<file path="config.mk">
export PLATFORM = sky130hd
export DESIGN_NAME = pll_lock_monitor
export DESIGN_NICKNAME = d
export VERILOG_FILES = /design/src/rtl/pll_lock_monitor.sv
export SDC_FILE = /design/constraint.sdc
export NUM_CORES = 1
export LEC_CHECK = 0
export CAP_MARGIN = 20
export CORE_ASPECT_RATIO = 0.8
export CORE_MARGIN = 2
export CORE_UTILIZATION = 45
export CTS_CLUSTER_DIAMETER = 150
export DETAILED_ROUTE_END_ITERATION = 8
export PLACE_DENSITY = 0.68
export SETUP_SLACK_MARGIN = 0.2
export SLEW_MARGIN = 20
export SYNTH_ARGS = -nofsm -noshare
export SYNTH_HDL_FRONTEND = slang
export SYNTH_SLANG_ARGS = --single-unit
export TNS_END_PERCENT = 1
</file>
<file path="constraint.sdc">
create_clock -name clock -period 3.28 [get_ports clock]
set_input_delay 0.656 -clock clock [delete_from_list [all_inputs] [get_ports clock]]
set_output_delay 0.656 -clock clock [all_outputs]
set_load 0.05 [all_outputs]
</file>
<file path="src/rtl/pll_lock_monitor.sv">
// Frequency-lock monitor: measures PLL output clock cycles per reference oscillator period
// and compares the measurement against the programmed feedback ratio.
module pll_lock_monitor #(
  parameter int unsigned CNT_W    = 8,
  parameter int unsigned TOL      = 1,
  parameter int unsigned LOCK_CNT = 4
) (
  input  logic             clock,
  input  logic             reset,
  input  logic             enable,
  input  logic             osc,
  input  logic [4:0]       div,
  output logic [CNT_W-1:0] period,
  output logic             period_valid,
  output logic             locked,
  output logic             osc_lost
);

  localparam logic [1:0] StIdle = 2'd0;
  localparam logic [1:0] StArm  = 2'd1;
  localparam logic [1:0] StMeas = 2'd2;
  localparam logic [1:0] StLost = 2'd3;

  localparam logic [CNT_W-1:0] CntMax  = {CNT_W{1'b1}};
  localparam logic [CNT_W:0]   Tol     = (CNT_W+1)'(TOL);
  localparam logic [3:0]       LockCnt = 4'(LOCK_CNT);

  logic             sync1, sync2, sync3;
  logic             osc_edge;
  logic [1:0]       state;
  logic [CNT_W-1:0] count;
  logic [3:0]       match_cnt;
  logic [3:0]       match_inc;
  logic [CNT_W:0]   count_ext;
  logic [CNT_W:0]   div_ext;
  logic [CNT_W:0]   diff;
  logic             match;

  // Synchroniser runs regardless of enable so an edge is never invented on re-enable.
  always_ff @(posedge clock) begin
    if (reset) begin
      sync1 <= 1'b0;
      sync2 <= 1'b0;
      sync3 <= 1'b0;
    end else begin
      sync1 <= osc;
      sync2 <= sync1;
      sync3 <= sync2;
    end
  end

  assign osc_edge = sync2 & ~sync3;

  always_comb begin
    count_ext = {1'b0, count};
    div_ext   = (CNT_W+1)'(div);
    if (count_ext >= div_ext) begin
      diff = count_ext - div_ext;
    end else begin
      diff = div_ext - count_ext;
    end
    // div of 0 or 1 is not a usable ratio, so nothing may ever match it
    match     = (div >= 5'd2) && (diff <= Tol);
    match_inc = (match_cnt >= LockCnt) ? LockCnt : match_cnt + 4'd1;
  end

  always_ff @(posedge clock) begin
    if (reset || !enable) begin
      state        <= StIdle;
      count        <= '0;
      period       <= '0;
      period_valid <= 1'b0;
      locked       <= 1'b0;
      osc_lost     <= 1'b0;
      match_cnt    <= 4'd0;
    end else begin
      period_valid <= 1'b0;
      case (state)
        StIdle: begin
          state <= StArm;
        end
        StArm: begin
          if (osc_edge) begin
            count <= {{(CNT_W-1){1'b0}}, 1'b1};
            state <= StMeas;
          end
        end
        StMeas: begin
          // An edge on the saturating cycle still counts as a valid (maximal) period.
          if (osc_edge) begin
            period       <= count;
            period_valid <= 1'b1;
            count        <= {{(CNT_W-1){1'b0}}, 1'b1};
            if (match) begin
              match_cnt <= match_inc;
              locked    <= (match_inc == LockCnt);
            end else begin
              match_cnt <= 4'd0;
              locked    <= 1'b0;
            end
          end else if (count == CntMax) begin
            state     <= StLost;
            osc_lost  <= 1'b1;
            locked    <= 1'b0;
            match_cnt <= 4'd0;
          end else begin
            count <= count + {{(CNT_W-1){1'b0}}, 1'b1};
          end
        end
        StLost: begin
          if (osc_edge) begin
            count    <= {{(CNT_W-1){1'b0}}, 1'b1};
            osc_lost <= 1'b0;
            state    <= StMeas;
          end
        end
        default: begin
          state <= StIdle;
        end
      endcase
    end
  end

endmodule

</file>
=== After elaboration in Yosys (flattened, before gate mapping) ===
Cells that the tools add are included.

* Reductions and logical operators: 14
* $lt $le $gt $ge: 4
* Bitwise logic cells: 3
* Add/sub/neg operators: 4
* Equal/unequal tests: 10
* Mux-type cells: 21

{| class="wikitable"
|+ Operators by type and width
! operator !! count
|-
| 8-bit 2-to-1 mux || 3
|-
| 4-bit 2-to-1 mux || 4
|-
| 8-bit case mux with 2 select lines || 1
|-
| 9-bit by 1-bit <= comparator with 1-bit output, second input constant || 1
|-
| 9-bit 2-to-1 mux || 1
|-
| 5-bit by 8-bit subtractor with 9-bit output || 1
|-
| 8-bit by 5-bit subtractor with 9-bit output || 1
|-
| 8-bit by 1-bit adder with 8-bit output, second input constant || 1
|-
| 8-bit == test, second input constant || 1
|-
| 8-bit by 5-bit >= comparator with 1-bit output || 1
|-
| 1-bit 2-to-1 mux || 7
|-
| 2-bit 2-to-1 mux || 3
|-
| 2-bit inequality test, second input constant || 3
|-
| 2-bit case mux with 3 select lines || 1
|-
| 3-bit AND reduction || 2
|-
| 2-bit nonzero test || 3
|-
| 5-bit by 2-bit >= comparator with 1-bit output, second input constant || 1
|-
| 4-bit by 1-bit adder with 4-bit output, second input constant || 1
|-
| 2-bit == test, second input constant || 2
|-
| 4-bit by 3-bit == test with 1-bit output, second input constant || 1
|-
| 4-bit by 3-bit >= comparator with 1-bit output, second input constant || 1
|-
| 2-bit AND reduction || 2
|-
| 4-bit AND reduction || 1
|-
| 2-bit OR reduction || 2
|-
| other kinds (10) || 11
|}

* Output and inout bits: 11
* Input bits: 9
* Logic and storage cells: 66
* Flip-flop bits (word level): 28

=== Longest topological paths before layout ===
Gate-level depths: netlist of the first run.

* Word-level depth: 6
* Depth in mapped cells: 10
* Depth with buffers taken out: 10

=== Worst setup path before layout of the first run ===
No wires, ideal clock.

* Path type: input-to-reg
* Start: input div[0]
* End: register locked
* Arrival: 2.449 ns
* Buffers on the path: 0
* Path slack: 0.744 ns
* Cell stages on the path: 10
* Required time: 3.193 ns
* Path through: inv_1 ha_1 inv_1 fa_1 a21oi_1 and4_1 o21a_1 o211ai_1 a221o_1 o31ai_1

* Cells in the longest elaborated chain, start to end: 6
* Elaborated cells on any way between the ends: 9
* Classes of those cells: add/sub (2); order compare (3); mux (3); reduce/logical (1)

{| class="wikitable"
|+ Ends and longest elaborated chain
! element !! RTL line !! text
|-
| start, declared || 12 || <nowiki>input logic [4:0] div,</nowiki>
|-
| 5-bit by 8-bit subtractor with 9-bit output, or another cell as far along || 60 || <nowiki>diff = div_ext - count_ext;</nowiki>
|-
| 9-bit 2-to-1 mux || 57 || <nowiki>if (count_ext >= div_ext) begin</nowiki>
|-
| 9-bit by 1-bit <= comparator with 1-bit output || 63 || <nowiki>match = (div >= 5'd2) && (diff <= Tol);</nowiki>
|-
| 1-bit logical AND (*) || 63 ||
|-
| 1-bit 2-to-1 mux (*) || 94 || <nowiki>if (match) begin</nowiki>
|-
| 1-bit 2-to-1 mux (*) || 90 || <nowiki>if (osc_edge) begin</nowiki>
|-
| end signal, assigned || 96 || <nowiki>locked <= (match_inc == LockCnt);</nowiki>
|-
| end, declared || 15 || <nowiki>output logic locked,</nowiki>
|}

Every way passes the cells marked *; elsewhere a longest branch is shown, timed or not.
A chain may end at the register's enable or synchronous reset.

=== Final worst setup path of the first run ===
* Start: input div[0]
* End: register match_cnt[1]

* Cells in the longest elaborated chain, start to end: 6
* Elaborated cells on any way between the ends: 9
* Classes of those cells: add/sub (2); order compare (3); mux (3); reduce/logical (1)

{| class="wikitable"
|+ Ends and longest elaborated chain
! element !! RTL line !! text
|-
| 5-bit by 8-bit subtractor with 9-bit output, or another cell as far along || 60 ||
|-
| 9-bit 2-to-1 mux || 57 ||
|-
| 9-bit by 1-bit <= comparator with 1-bit output || 63 ||
|-
| 1-bit logical AND (*) || 63 ||
|-
| 4-bit 2-to-1 mux (*) || 94 ||
|-
| 4-bit 2-to-1 mux (*) || 90 ||
|-
| end signal, assigned || 95 || <nowiki>match_cnt <= match_inc;</nowiki>
|-
| end, declared || 32 || <nowiki>logic [3:0] match_cnt;</nowiki>
|}

Marked as above.

==> flow_summary.json, run 1 <==
{
  "grt_first_pass_wirelength_um": 6272,
  "synth_cells": 211,
  "synth_area_sq_um": 1679,
  "diodes": 0,
  "fmax_mhz": 345.9,
  "totalWireLength_um": 3580,
  "path_clk_slew_ns": 0.09,
  "dr_total_vias": 1513,
  "p_int_uw": 538.7,
  "multi_input_area_sq_um": 1023,
  "synth.net_count": 234,
  "setup_violations": 0,
  "min_period_ns": 2.891,
  "overflow": 0,
  "fin_ws_ns": 0.3889,
  "cp.required_ns": 3.48,
  "post-cts-setup-buffer-count": 0,
  "synth_xor_area_share_pct": 1.565,
  "wl_per_cell_um": 12.97,
  "synth_fa_ha_area_share_pct": 11.33,
  "worst_pin_slew_ns": 0.5570,
  "fp.dieH_um": 58.64,
  "io_pins": 20,
  "crit_arrival_ns": 3.09,
  "antenna_found_initial": 0,
  "drv_cap": 0,
  "cts_buffer_depth": 2,
  "status": "finished clean",
  "muxShareOfSynthArea_pct": 0.5961,
  "finalPower_uw": 687.4,
  "synth_compound_area_share_pct": 21.61,
  "core_area_sq_um": 3495,
  "clk_latency_ns": 0.28,
  "slowest_stage": "clkdlybuf4s50_1",
  "cts_max_level": 1,
  "grt_pass1_vias": 1353,
  "seqPwrFrac_pct": 50.1,
  "synth-main-ff-cell": "dfxtp_1",
  "end_kind": "flip-flop",
  "layout.nets": 258,
  "final_cell_mix": "nand2_1, dfxtp_1, a21oi_1, clkdlybuf4s50_1",
  "drt_iter0_drc": 52,
  "ys_ff_latch": 28,
  "fin_skew_ns": 0.003639,
  "grt_setup_unrepaired": "false",
  "final.fill_count": 331,
  "maxSlewHeadroom_pct": 62.62,
  "post-dp-hpwl_um": 2753,
  "finalCritPeriodShare_pct": 88.14,
  "ys_types": 44,
  "synth.avg_cell_area_sq_um": 7.958,
  "dr.pass1.iters": 4,
  "leakage_nw": 0.7647,
  "r2r_cells": 10,
  "fin_tns_setup_ns": 0,
  "dieWidth_um": 72.30,
  "drive_gt1_share_pct": 5.983,
  "hold_depth": 1,
  "critical_path_class": "primary input to flip-flop",
  "yosysWarnings": 0,
  "min_path_type": "flip-flop to flip-flop",
  "critPathMaxStageDelay_ns": 0.42,
  "final_cells": 276,
  "power_per_cell_area_nw_per_um2": 343.2,
  "slew_violations": 0,
  "regArea_sq_um": 560.5,
  "cts_tree": "built",
  "placed_cells": 272,
  "synth-edff-count": 0,
  "switching_share_pct": 21.64,
  "io_buffers": 19,
  "path_common_cell": "inv_1",
  "grt_max_degree": 21,
  "worstSetupStartpointType": "primary input",
  "cts_buffers": 3,
  "postRouteAntennaNets": 0,
  "crit_chain": "clkdlybuf4s50_1, inv_1, ha_1, inv_1, fa_1, a21oi_1, and4_1, o21a_1, o211ai_1, a221o_1, o31ai_1",
  "async_flop_share_pct": 0,
  "final_common_cell": "nand2_1",
  "grt_use_total_pct": 18.74,
  "cts_root_buf": "clkbuf_8",
  "ir_drop_mv": 0.2656,
  "holdBufCountCts": 0,
  "routed_via_density": 5.482,
  "dp_slack_ns": 0.1141,
  "cts.sinks": 28,
  "critPathMaxFanout": 4,
  "synth_top_family_by_area": "simple AND/OR/NAND/NOR gates",
  "pwr-share-comb_pct": 10.5,
  "pwr-share-clk_pct": 39.3,
  "initial_core_util_pct": 48.05,
  "row_count": 19,
  "synth-simple-area-share_pct": 25.41,
  "p_sw_uw": 148.8,
  "ys_seq_area_share_pct": 33.38,
  "drc": 0,
  "die-area_sq_um": 4239,
  "hold_viol": 0,
  "gp_congestion": 0.9031,
  "syn_to_final_growth_pct": 19.30
}
per-stage QoR:
stage | hold slack, ns | instance area [sq um] | utilization, %
final | 0.4473 | 2003 | 57.32
after detailed placement | 0.4276 | 1924 | 55.07
after CTS | 0.4494 | 1996 | 57.11
after global routing | 0.4605 | 2003 | 57.32
after floorplan | 0.4138 | 1679 | -
after global placement | 0.4145 | 1924 | 55.07
logic make-up (layout without fill, tap and decap cells):
group,after synthesis,after routing
simple gates,85,85
flops,28,28
buf+inv,21,44
mux,1,1
xor+xnor,3,3
fa+ha+maj,14,14
compound gates,59,59
synthesized netlist by cell type, types with 2 or more instances:
| master | instances | area [sq um] |
|---|---|---|
| a21o_1 | 4 | 30.03 |
| xor2_1 | 2 | 17.52 |
| nand2_1 | 30 | 112.6 |
| buf_6 | 3 | 33.78 |
| nor3_1 | 5 | 25.02 |
| ha_1 | 12 | 150.1 |
| o21ai_0 | 10 | 50.05 |
| dfxtp_1 | 28 | 560.5 |
| clkbuf_1 | 2 | 7.510 |
| o31ai_1 | 4 | 30.03 |
| inv_1 | 14 | 52.55 |
| o41ai_1 | 2 | 17.52 |
| or3_1 | 2 | 12.51 |
| o21ai_1 | 2 | 10.01 |
| o21a_1 | 2 | 15.01 |
| nor2b_1 | 8 | 50.05 |
| and4_1 | 2 | 17.52 |
| nand3b_1 | 3 | 22.52 |
| a21oi_1 | 23 | 115.1 |
| nor2_1 | 14 | 52.55 |
| a31oi_1 | 3 | 18.77 |
| nand2b_1 | 4 | 25.02 |
| fa_1 | 2 | 40.04 |
| nand3_1 | 7 | 35.03 |
| and3_1 | 3 | 18.77 |
| a211oi_1 | 2 | 15.01 |
registers in the layout (all words and copies together), names as in the netlist:
| register | flops |
|---|---|
| count | 8 |
| locked | 1 |
| match_cnt | 4 |
| osc_lost | 1 |
| period | 8 |
| period_valid | 1 |
| state | 2 |
| sync1 | 1 |
| sync2 | 1 |
| sync3 | 1 |
critical path: cells and delay by family:
family	cells	cell delay [ns]
and+or+nand+nor	1	0.23
buffers and inverters	3	0.55
adders and majority gates	2	0.57
AOI/OAI and AO/OA	5	1.08
path summary, 6_finish.rpt:
kind / end / startpoint / slack (ns)
setup / recovery: match_cnt[1] / div[0] / 0.39
hold / removal: sync2 / sync1 / 0.45
setup reg to reg: match_cnt[1] / count[0] / 0.72
hold reg to reg: sync2 / sync1 / 0.45
metal layers:
layer	wire [um]	track usage (%)	up-vias
li1	-	-	784
met1	1969	28.97	689
met2	1408	26.47	38
met3	182	3.938	2
met4	19	4.313	0
met5	0	0	-
power by group through the flow:
stage / Clock (mW) / Sequential, mW / Combinational, mW
floorplan: 0 / 0.352 / 0.0454
global placement: 0 / 0.353 / 0.0707
detailed placement: 0 / 0.353 / 0.0705
CTS: 0.279 / 0.345 / 0.0709
global route: 0.286 / 0.345 / 0.0812
finish: 0.270 / 0.345 / 0.0725
what timing repair did:
item                                    in CTS  in global routing
endpoints found under the setup margin       0                  4
resized for setup                            0                  1
hold endpoints to repair                     0                  0
final cells by class:
cell class	instances	share of cell area, %
Sequential cell	28	27.98
Clock inverter	1	1.499
Clock buffer	3	2.061
Tap cell	42	2.623
Timing Repair Buffer	26	12.12
Inverter	14	2.623
Multi-Input combinational cell	162	51.09
Note: power is estimated with default switching activity, not from simulation.
==> run 2: changes to the inputs <==
--- a/config.mk
+++ b/config.mk
@@ -9,6 +9,7 @@
 export CORE_ASPECT_RATIO = 0.8
 export CORE_MARGIN = 2
 export CORE_UTILIZATION = 45
+export CTS_BUF_LIST = sky130_fd_sc_hd__clkbuf_4 sky130_fd_sc_hd__clkbuf_8
 export CTS_CLUSTER_DIAMETER = 150
 export DETAILED_ROUTE_END_ITERATION = 8
 export PLACE_DENSITY = 0.68
==> results of run 2 <==
Final layout, timing and power as in run 1 (identical DEF).
==> run 3: changes to the inputs <==
--- a/config.mk
+++ b/config.mk
@@ -8,11 +8,11 @@
 export CAP_MARGIN = 20
 export CORE_ASPECT_RATIO = 0.8
 export CORE_MARGIN = 2
-export CORE_UTILIZATION = 45
+export CORE_UTILIZATION = 55
 export CTS_BUF_LIST = sky130_fd_sc_hd__clkbuf_4 sky130_fd_sc_hd__clkbuf_8
 export CTS_CLUSTER_DIAMETER = 150
 export DETAILED_ROUTE_END_ITERATION = 8
-export PLACE_DENSITY = 0.68
+export PLACE_DENSITY = 0.8
 export SETUP_SLACK_MARGIN = 0.2
 export SLEW_MARGIN = 20
 export SYNTH_ARGS = -nofsm -noshare
==> flow_summary.json, run 3 (same netlist as run 1, synthesis figures left out) <==
{
  "worst_pin_slew_ns": 0.6237,
  "diodes": 0,
  "design_area_sq_um": 1979,
  "path_clk_slew_ns": 0.09,
  "cts_buffer_depth": 2,
  "final_common_cell": "nand2_1",
  "layout.nets": 252,
  "grt_setup_unrepaired": "false",
  "cts.sinks": 28,
  "setup_violations": 0,
  "drive_gt1_share_pct": 6.140,
  "postRouteAntennaNets": 0,
  "min_period_ns": 2.977,
  "finalCritPeriodShare_pct": 90.75,
  "drv_cap": 0,
  "routed_via_density": 5.880,
  "leakage_nw": 0.7430,
  "placed_area_sq_um": 1874,
  "slew_violations": 0,
  "dr.pass1.iters": 4,
  "cp.required_ns": 3.48,
  "r2r_end": "match_cnt[1]",
  "grt_use_total_pct": 24.45,
  "grt_first_pass_wirelength_um": 6451,
  "min_path_type": "flip-flop to flip-flop",
  "dieWidth_um": 65.78,
  "fp.dieH_um": 53.42,
  "drt_iter0_drc": 94,
  "worstSetupStartpointType": "primary input",
  "cts_buffers": 3,
  "reg_top3": "count: 8 flops, period: 8 flops, match_cnt: 4 flops",
  "post-cts-setup-buffer-count": 0,
  "die-area_sq_um": 3514,
  "end_kind": "flip-flop",
  "totalWireLength_um": 3850,
  "r2r_slack_ns": 0.73,
  "r2r_cells": 10,
  "grt_pass1_vias": 1419,
  "dr_total_vias": 1564,
  "final_cell_mix": "nand2_1, dfxtp_1, a21oi_1, clkdlybuf4s50_1",
  "maxSlewHeadroom_pct": 58.14,
  "fmax_mhz": 336.0,
  "io_pins": 20,
  "fin_tns_setup_ns": 0,
  "post-dp-hpwl_um": 2919,
  "power_per_cell_area_nw_per_um2": 348.9,
  "critPathMaxFanout": 9,
  "hp-start": "period[3]",
  "drc": 0,
  "utilization_pct": 69.97,
  "fin_skew_ns": 0.005834,
  "ir_drop_mv": 0.2883,
  "syn_to_final_growth_pct": 17.88,
  "holdBufCountCts": 0,
  "core_area_sq_um": 2829,
  "grt_max_degree": 21,
  "status": "finished clean",
  "hold_viol": 0,
  "cts_tree": "built",
  "min_to": "period[3]",
  "cts_max_level": 1,
  "antenna_found_initial": 0,
  "rr_startpoint": "count[0]",
  "cts_root_buf": "clkbuf_8",
  "initial_core_util_pct": 59.35,
  "io_buffers": 19,
  "crit_start": "div[3]",
  "clk_latency_ns": 0.28,
  "critical_path_class": "primary input to flip-flop",
  "hold_depth": 2,
  "wl_per_cell_um": 14.47,
  "overflow": 0,
  "crit_arrival_ns": 3.18,
  "hold_ws_ns": 0.4591,
  "row_count": 17,
  "gp_congestion": 0.9915
}
-- run 3: changes by cell type in the layout (fill, tap and decap cells not counted), moves of 2 or more --
cell / delta
a21oi_1: -2
buf_4: -6
o31ai_2: +2
a21oi_2: +2
o31ai_1: -2
-- run 3: cell type report --
cell class | instances | area (sq um)
Clock buffer | 3 | 41.29
Sequential cell | 28 | 560.5
Clock inverter | 1 | 30.03
Multi-Input combinational cell | 162 | 1047
Fill cell | 226 | 849.6
Timing Repair Buffer | 20 | 200.2
Inverter | 14 | 52.55
Tap cell | 38 | 47.55
-- run 3: critical path, stage by stage --
cell             delay, ns
clkdlybuf4s50_1       0.54
inv_1                 0.07
ha_1                  0.42
and3_1                0.26
o21ai_1               0.14
and4_1                0.29
o211ai_1              0.12
a221o_1               0.43
o31ai_1               0.25
-- run 3: how the worst max path moves through the flow --
stage	slack (ns)	depth (start not counted)	end
floorplan	0.74	10	locked
global placement	0.16	9	match_cnt[2]
detailed placement	0.01	9	locked
CTS	0.23	9	locked
global route	0.19	9	match_cnt[1]
finish	0.30	9	match_cnt[1]
-- run 3: what timing repair did --
action | CTS | global route
endpoints found under the hold margin | 0 | 0
endpoints found under the setup margin | 0 | 4
gates resized for setup | 0 | 9
-- run 3: report_power, final --
group          total (mW)  internal, mW  switching, mW
Clock               0.273         0.164          0.110
Sequential          0.345         0.342        0.00238
Combinational      0.0724        0.0306         0.0419
Total               0.691         0.537          0.154
-- run 3: routing by layer --
| layer | vias to the layer above | GRT usage, % | wire length, um |
|---|---|---|---|
| li1 | 773 | - | - |
| met1 | 737 | 30.60 | 1737 |
| met2 | 47 | 40.57 | 1853 |
| met3 | 7 | 5.957 | 201 |
| met4 | 0 | 9.722 | 59 |
| met5 | - | 0 | 0 |
-- run 3: through the flow --
step / setup slack [ns] / cells / total power, mW
2_1_floorplan: 0.7443 / 211 / 0.3974
3_3_place_gp: 0.1570 / 262 / 0.4162
3_5_place_dp: 0.01365 / 262 / 0.4201
4_1_cts: 0.2323 / 266 / 0.6883
5_1_grt: 0.1918 / 266 / 0.7123
6_report: 0.3034 / 266 / 0.6906
